**config.mk**
```make
export PLATFORM = sky130hd
export DESIGN_NAME = collision_monitor
export DESIGN_NICKNAME = d
export VERILOG_FILES = /design/src/rtl/collision_monitor.sv
export SDC_FILE = /design/constraint.sdc
export NUM_CORES = 1
export LEC_CHECK = 0
export BUFFER_PORTS_ARGS = -buffer_cell sky130_fd_sc_hd__buf_2
export CORE_ASPECT_RATIO = 0.5
export CORE_MARGIN = 2
export CORE_UTILIZATION = 46
export CTS_BUF_LIST = sky130_fd_sc_hd__clkbuf_16
export CTS_CLUSTER_SIZE = 28
export DETAILED_ROUTE_END_ITERATION = 16
export GPL_TIMING_DRIVEN = 0
export PLACE_DENSITY = 0.78
export SYNTH_ARGS = -nofsm -noshare
export SYNTH_HDL_FRONTEND = slang
export SYNTH_SLANG_ARGS = --single-unit
export TNS_END_PERCENT = 30
```
**constraint.sdc**
```tcl
create_clock -name clk -period 2.85 [get_ports clk]
set_input_delay 0.7125 -clock clk [delete_from_list [all_inputs] [get_ports clk]]
set_output_delay 0.7125 -clock clk [all_outputs]
set_load 0.01 [all_outputs]
```
**src/rtl/collision_monitor.sv**
```systemverilog
// Frame-based dino/obstacle collision detector: counts overlapping pixels in a
// column window over each frame and latches a crash when the count reaches THRESH.
module collision_monitor #(
  parameter int unsigned         COLOR_W     = 12,
  parameter int unsigned         N_OBS       = 3,
  parameter logic [COLOR_W-1:0]  TRANSPARENT = {COLOR_W{1'b1}},
  parameter int unsigned         WIN_LEFT    = 30,
  parameter int unsigned         WIN_RIGHT   = 93,
  parameter int unsigned         THRESH      = 4,
  parameter int unsigned         CNT_W       = 10
) (
  input  logic                     clk,
  input  logic                     rstn,
  input  logic                     en,
  input  logic                     clear,
  input  logic                     rdn,
  input  logic [9:0]               col_addr,
  input  logic [8:0]               row_addr,
  input  logic [COLOR_W-1:0]       dino,
  input  logic [N_OBS*COLOR_W-1:0] obstacle,
  input  logic                     frame_end,
  output logic                     crash,
  output logic                     crash_pulse,
  output logic [N_OBS-1:0]         hit_mask,
  output logic [CNT_W-1:0]         overlap_count,
  output logic                     busy
);

  localparam logic [CNT_W-1:0] CNT_MAX  = '1;
  localparam logic [CNT_W-1:0] THRESH_C = CNT_W'(THRESH);
  localparam logic [9:0]       WIN_L_C  = 10'(WIN_LEFT);
  localparam logic [9:0]       WIN_R_C  = 10'(WIN_RIGHT);

  typedef enum logic [1:0] {ST_IDLE, ST_RUN, ST_CRASHED} state_t;

  state_t             state_q, state_d;
  logic [N_OBS-1:0]   ov_q, ov_d;
  logic [CNT_W-1:0]   acc_q, acc_d;
  logic [N_OBS-1:0]   acc_mask_q, acc_mask_d;
  logic               crash_q, crash_d;
  logic               crash_pulse_q, crash_pulse_d;
  logic [N_OBS-1:0]   hit_mask_q, hit_mask_d;
  logic [CNT_W-1:0]   overlap_count_q, overlap_count_d;
  logic               busy_q, busy_d;

  logic               qualify;
  logic [CNT_W-1:0]   tot;

  // Row position does not affect detection.
  logic unused_row;
  assign unused_row = ^row_addr;

  // Stage 1: per-channel overlap of the current pixel, only captured while running.
  always_comb begin
    ov_d    = '0;
    qualify = !rdn && (col_addr >= WIN_L_C) && (col_addr <= WIN_R_C);
    if (state_q == ST_RUN && !clear && qualify && dino != TRANSPARENT) begin
      for (int unsigned i = 0; i < N_OBS; i++) begin
        ov_d[i] = obstacle[i*COLOR_W +: COLOR_W] != TRANSPARENT;
      end
    end
  end

  // Saturating accumulator value including the stage-1 pixel.
  always_comb begin
    tot = acc_q;
    if (|ov_q && acc_q != CNT_MAX) begin
      tot = acc_q + CNT_W'(1);
    end
  end

  always_comb begin
    state_d         = state_q;
    acc_d           = acc_q;
    acc_mask_d      = acc_mask_q;
    crash_d         = crash_q;
    crash_pulse_d   = 1'b0;
    hit_mask_d      = hit_mask_q;
    overlap_count_d = overlap_count_q;

    if (clear) begin
      acc_d      = '0;
      acc_mask_d = '0;
      crash_d    = 1'b0;
      hit_mask_d = '0;
      if (state_q == ST_CRASHED) begin
        state_d = en ? ST_RUN : ST_IDLE;
      end
    end else begin
      case (state_q)
        ST_IDLE: begin
          acc_d      = '0;
          acc_mask_d = '0;
          if (en) state_d = ST_RUN;
        end
        ST_RUN: begin
          if (frame_end) begin
            overlap_count_d = tot;
            acc_d           = '0;
            acc_mask_d      = '0;
            if (tot >= THRESH_C) begin
              crash_d       = 1'b1;
              crash_pulse_d = 1'b1;
              hit_mask_d    = acc_mask_q | ov_q;
              state_d       = ST_CRASHED;
            end else if (!en) begin
              state_d = ST_IDLE;
            end
          end else if (!en) begin
            acc_d      = '0;
            acc_mask_d = '0;
            state_d    = ST_IDLE;
          end else begin
            acc_d      = tot;
            acc_mask_d = acc_mask_q | ov_q;
          end
        end
        ST_CRASHED: begin
          state_d = ST_CRASHED;
        end
        default: begin
          state_d = ST_IDLE;
        end
      endcase
    end

    busy_d = (state_d == ST_RUN);
  end

  always_ff @(posedge clk or negedge rstn) begin
    if (!rstn) begin
      state_q         <= ST_IDLE;
      ov_q            <= '0;
      acc_q           <= '0;
      acc_mask_q      <= '0;
      crash_q         <= 1'b0;
      crash_pulse_q   <= 1'b0;
      hit_mask_q      <= '0;
      overlap_count_q <= '0;
      busy_q          <= 1'b0;
    end else begin
      state_q         <= state_d;
      ov_q            <= ov_d;
      acc_q           <= acc_d;
      acc_mask_q      <= acc_mask_d;
      crash_q         <= crash_d;
      crash_pulse_q   <= crash_pulse_d;
      hit_mask_q      <= hit_mask_d;
      overlap_count_q <= overlap_count_d;
      busy_q          <= busy_d;
    end
  end

  assign crash         = crash_q;
  assign crash_pulse   = crash_pulse_q;
  assign hit_mask      = hit_mask_q;
  assign overlap_count = overlap_count_q;
  assign busy          = busy_q;

endmodule

```
## Yosys cells after proc, flatten, opt, wreduce, memory -nomap -nowiden

Cells that the tools add are included.
Widths: inputs -> output; s select.

| word-level totals | value |
|---|---|
| input bits | 73 |
| output and inout bits | 16 |
| logic and storage cells | 69 |
| register bits after elaboration | 34 |

| cells by class | value |
|---|---|
| add/sub/neg operators | 1 |
| $lt $le $gt $ge | 3 |
| equal/unequal tests | 8 |
| muxes and demuxes | 30 |
| reductions and logical operators | 16 |
| bitwise operators | 2 |

Operator list:

| operator | number |
|---|---|
| $ne 12x12->1 const B | 4 |
| $mux 10 | 4 |
| $mux 3 | 8 |
| $pmux 10 s2 | 1 |
| $mux 2 | 6 |
| $add 10x1->10 const B | 1 |
| $ge 10x3->1 const B | 1 |
| $ge 10x5->1 const B | 1 |
| $le 10x7->1 const B | 1 |
| $ne 10x10->1 const B | 1 |
| $mux 1 | 9 |
| $logic_and 1x1->1 | 6 |
| $pmux 2 s3 | 1 |
| $pmux 3 s2 | 1 |
| $reduce_and 3->1 | 2 |
| $reduce_bool 2->1 | 3 |
| $eq 2x1->1 const B | 2 |
| $or 3x3->3 | 1 |
| $reduce_bool 3->1 | 1 |
| $reduce_or 3->1 | 1 |
| $eq 2x2->1 const B | 1 |
| $logic_not 1->1 | 2 |
| $logic_not 2->1 | 1 |
| $not 1->1 | 1 |

## Longest topological paths before layout

| depth | value |
|---|---|
| depth in word-level cells | 9 |
| mapped depth | 8 |
| mapped depth without buffers | 7 |

## Worst setup path before layout

Ideal clock, no wire load.

| timing path | value |
|---|---|
| kind | reg-to-reg |
| start | reg acc_q[0] |
| end | reg crash_q, in the netlist crash |
| path buffers | 1 |
| slack | 0.681 ns |
| data arrival time | 2.044 ns |
| cell stages (with the launch flop) | 9 |
| path through | dfrtp_1 -> ha_1 -> nand3_1 -> o31a_1 -> buf_6 -> and4_4 -> or4_4 -> o21ai_2 -> a21oi_1 |

| on the way | value |
|---|---|
| word-level cells in the longest chain between the ends | 6 |

Ends and longest elaborated chain:

| what | RTL line | text |
|---|---|---|
| from (decl) | 38 | `logic [CNT_W-1:0] acc_q, acc_d;` |
| from (signal assigned) | 134 | `acc_q <= '0;` |
| from (signal assigned) | 144 | `acc_q <= acc_d;` |
| parallel branches: the longest is 2 deep, another holds $add 10x1->10 | - |  |
| $mux 10 (*) | 67 | `if (\|ov_q && acc_q != CNT_MAX) begin` |
| $ge 10x3->1 (*) | 101 | `if (tot >= THRESH_C) begin` |
| $reduce_bool 2->1 (no line) (*) | - |  |
| $reduce_and 3->1 (no line) (*) | - |  |
| to (signal assigned) | 146 | `crash_q <= crash_d;` |
| to (decl) | 40 | `logic crash_q, crash_d;` |

Every way passes the cells marked *.
A chain may end at the register's enable or synchronous reset.

## Final worst setup path

| timing path | value |
|---|---|
| start | reg acc_q[0] |
| end | reg hit_mask_q[0], in the netlist hit_mask[0] |

| on the way | value |
|---|---|
| word-level cells in the longest chain between the ends | 6 |

Ends and longest elaborated chain:

| what | RTL line | text |
|---|---|---|
| parallel branches: the longest is 2 deep, another holds $add 10x1->10 | - |  |
| $mux 10 (*) | 67 |  |
| $ge 10x3->1 (*) | 101 |  |
| $reduce_bool 2->1 (no line) (*) | - |  |
| $reduce_and 3->1 (no line) (*) | - |  |
| to (signal assigned) | 148 | `hit_mask_q <= hit_mask_d;` |
| to (decl) | 42 | `logic [N_OBS-1:0] hit_mask_q, hit_mask_d;` |

Marked as above.

==> out/qor.txt <==
run status -> finished, final reports clean
post-synthesis cell count -> 195
initial cell density of the core -> 48.3%
critical path data arrival time -> 2.63 ns
total power divided by cell area -> 425 nW/µm²
critical path's largest stage delay -> 0.47 ns
TritonCTS clock tree -> built
total nets after synthesis -> 269
PnR Total Power -> 1.06 mW
port bufs -> 78
cell row count -> 16
Slew Viols, Final -> 0
main flop type after synthesis -> dfrtp_1
GR Overflow Total -> 0
count of hold-fix buffers inserted at cts -> 0
worst-case clock skew -> 0.00512 ns
Leak Pwr -> 1.23 nW
measured slew at the worst slew-check pin -> 0.750 ns
# clock sinks -> 34
area growth from synthesis to final layout -> 30.8%
library cell with the largest summed area after synthesis -> dfrtp_1
top cells by instance count after synthesis -> dfrtp_1, nand2_1, o21ai_0, nand4_1, nor2_1
Die Width -> 95.0 µm
wire length reported by the detailed router -> 4.63 mm
maximum achievable frequency -> 411 MHz
final standard cell area without fillers -> 2490 µm²
number of max-cap violations -> 0
synth unique cells -> 51
endpoint required time on the critical path -> 3.04 ns
maximum fanout along the worst path -> 10
mean instance size in the synthesized netlist -> 9.77 µm²
slack of the worst reg-to-reg path -> 0.42 ns
number of nets at the end of the flow -> 354
post-synth design cell area -> 1910 µm²
I/O Pins -> 89
Crit. End Element -> flip-flop
buffer count from post-CTS setup fixing -> 0
crit path launch type -> flip-flop
number of vias after detailed routing -> 1812
fraction of layout cells with a size suffix above 1 -> 36.9%
vias per cell -> 5.44
vertical die dimension -> 49.5 µm
wire length of the first global-routing pass -> 7.79 mm
worst slew slack as a fraction of its limit -> 50.0%
clock latency on the worst-skew pair -> 0.27 ns
setup TNS after final layout -> 0 ns
CTS root buf -> clkbuf_16
setup repair after global routing missed its margin -> false
number of hold-slack violations in the final timing report -> 0
final HPWL from detailed placement -> 3.60 mm
Crit path buffers/inverters -> 1
H-tree level count -> 2
core box area -> 3940 µm²
kind of cell with the highest combined delay on the critical path -> simple AND/OR/NAND/NOR gates
worst vdd rail ir drop -> 0.212 mV
# setup viols final -> 0
first drt pass iteration count -> 4
WL per Instance -> 13.9 µm
Resized cells post-CTS -> 0
sequential element share of the synthesized area -> 44.6%
antenna cell count -> 0
synthesis-stage register bit count -> 34
share of the synthesized area in the top cell type -> 44.6%
final clock period utilization by the worst path -> 85.4%
slowest library cell on the worst path -> dfrtp_1
maximum root-to-sink buffer count -> 2
Hold Path Class -> reg -> reg
worst-path cell chain -> ha_1 -> nand3_1 -> o31a_1 -> buf_6 -> and4_4 -> or4_4 -> o21ai_2 -> o2bb2ai_1
number of buffers added by the clock tree synthesis step -> 5
proportion of synthesized flip-flops having asynchronous set or reset -> 100%
drc violations -> 0
Placer Congestion -> 0.838
vias in the first global route -> 1708
clock slew seen by the registers of the worst setup and hold paths -> 0.05 ns
crit path kind -> reg -> reg
global router's overall resource usage -> 21.2%
Post-synth EDFFs -> 0
top cells by area in the synthesized netlist -> dfrtp_1, nand2_1, nand4_1, o21ai_0, mux2i_1
overall die area -> 4700 µm²
Cell Area, Placed -> 2360 µm²
pin count of the biggest net entering global routing -> 35
number of violations reported at the end of detailed-routing iteration 0 -> 80
Synth Warn # -> 0
most used standard cell by instance count after synthesis -> dfrtp_1
antenna-violating nets left -> 0
crit path time final -> 2.43 ns
initial antenna violation count -> 0
==> layer usage <==
| metal | GRT usage (%) | routed length [µm] |
|---|---|---|
| met5 | 0 | 0 |
| met4 | 4.59 | 10 |
| met3 | 4.13 | 307 |
| met2 | 33.9 | 2310 |
| met1 | 30.1 | 2000 |
==> worst paths after layout <==
| check | start | endpoint | depth (start not counted) |
|---|---|---|---|
| worst max-delay path | acc_q[0] | hit_mask[0] | 8 |
| worst min-delay path | overlap_count[5] | overlap_count[5] | 2 |
| worst max register to register | acc_q[0] | hit_mask[0] | 8 |
| worst min register to register | overlap_count[5] | overlap_count[5] | 2 |
| max in group asynchronous | rstn | overlap_count[3] | 1 |
| min in group asynchronous | rstn | busy | 1 |
==> power breakdown <==
part           leakage (nW)  total (mW)  switching [mW]  internal, mW
combinational         0.698      0.0867          0.0413        0.0454
clock                0.0632       0.482           0.173         0.310
sequential            0.471       0.490         0.00258         0.487
total                  1.23        1.06           0.216         0.842
==> sequential cells by signal (all words and copies together), names as in the netlist <==
| register | count |
|---|---|
| acc_q | 10 |
| hit_mask | 3 |
| crash_pulse | 1 |
| state_q | 2 |
| ov_q | 3 |
| busy | 1 |
| acc_mask_q | 3 |
| overlap_count | 10 |
| crash | 1 |
==> layout by cell type, fill, tap and decap left out, types with 2 or more instances in the layout <==
master	Yosys	layout
xnor2_1	4	4
or4_4	2	2
xor2_1	2	2
nand2b_1	3	3
and2b_2	2	2
o31a_1	4	4
nand3_1	3	3
buf_4	2	2
buf_6	2	2
nand4_1	17	17
clkbuf_1	3	3
buf_2	0	78
clkbuf_16	0	5
o31ai_1	4	4
a32o_1	3	3
o21ai_0	20	20
dfrtp_1	34	34
mux2i_1	5	5
nor2_1	9	9
and2_1	2	2
a22o_1	3	3
nor3_1	2	2
nand2_1	32	32
inv_1	5	5
a21oi_1	2	2
o2bb2ai_1	3	3
==> final cells by class <==
| cell class | count | area, µm² |
|---|---|---|
| Sequential cell | 34 | 851 |
| Clock buffer | 5 | 125 |
| Inverter | 5 | 18.8 |
| Buffer | 8 | 62.6 |
| Multi-Input combinational cell | 148 | 973 |
| Tap cell | 54 | 67.6 |
| Fill cell | 322 | 1450 |
| Clock inverter | 1 | 3.75 |
| Timing Repair Buffer | 78 | 390 |
==> logic make-up (layout without fill, tap and decap cells) <==
group,after synthesis,count (layout),share of synthesized area (%)
buf+inv,13,97,4.27
simple gates,85,85,25.5
fa+ha+maj,1,1,0.656
mux,5,5,2.63
xor+xnor,6,6,2.76
flops,34,34,44.6
compound gates,51,51,19.6
==> tightest hold or removal path, delay by kind of cell (launching register included) <==
| family | cells | cell delay, ns |
|---|---|---|
| AO/OA/AOI/OAI | 1 | 0.06 |
| AND/OR/NAND/NOR | 1 | 0.04 |
| flip-flops | 1 | 0.33 |
==> metrics by stage <==
step | hold slack [ns] | utilization, % | instances | setup WS [ns]
CTS | 0.480 | 63.2 | 333 | 0.429
floorplan | 0.417 | - | 195 | 0.681
detailed placement | 0.469 | 59.9 | 327 | 0.447
global placement | 0.456 | 59.9 | 327 | 0.432
global route | 0.509 | 63.2 | 333 | 0.247
finish | 0.472 | 63.2 | 333 | 0.417
(Power assumes the default switching activity.)
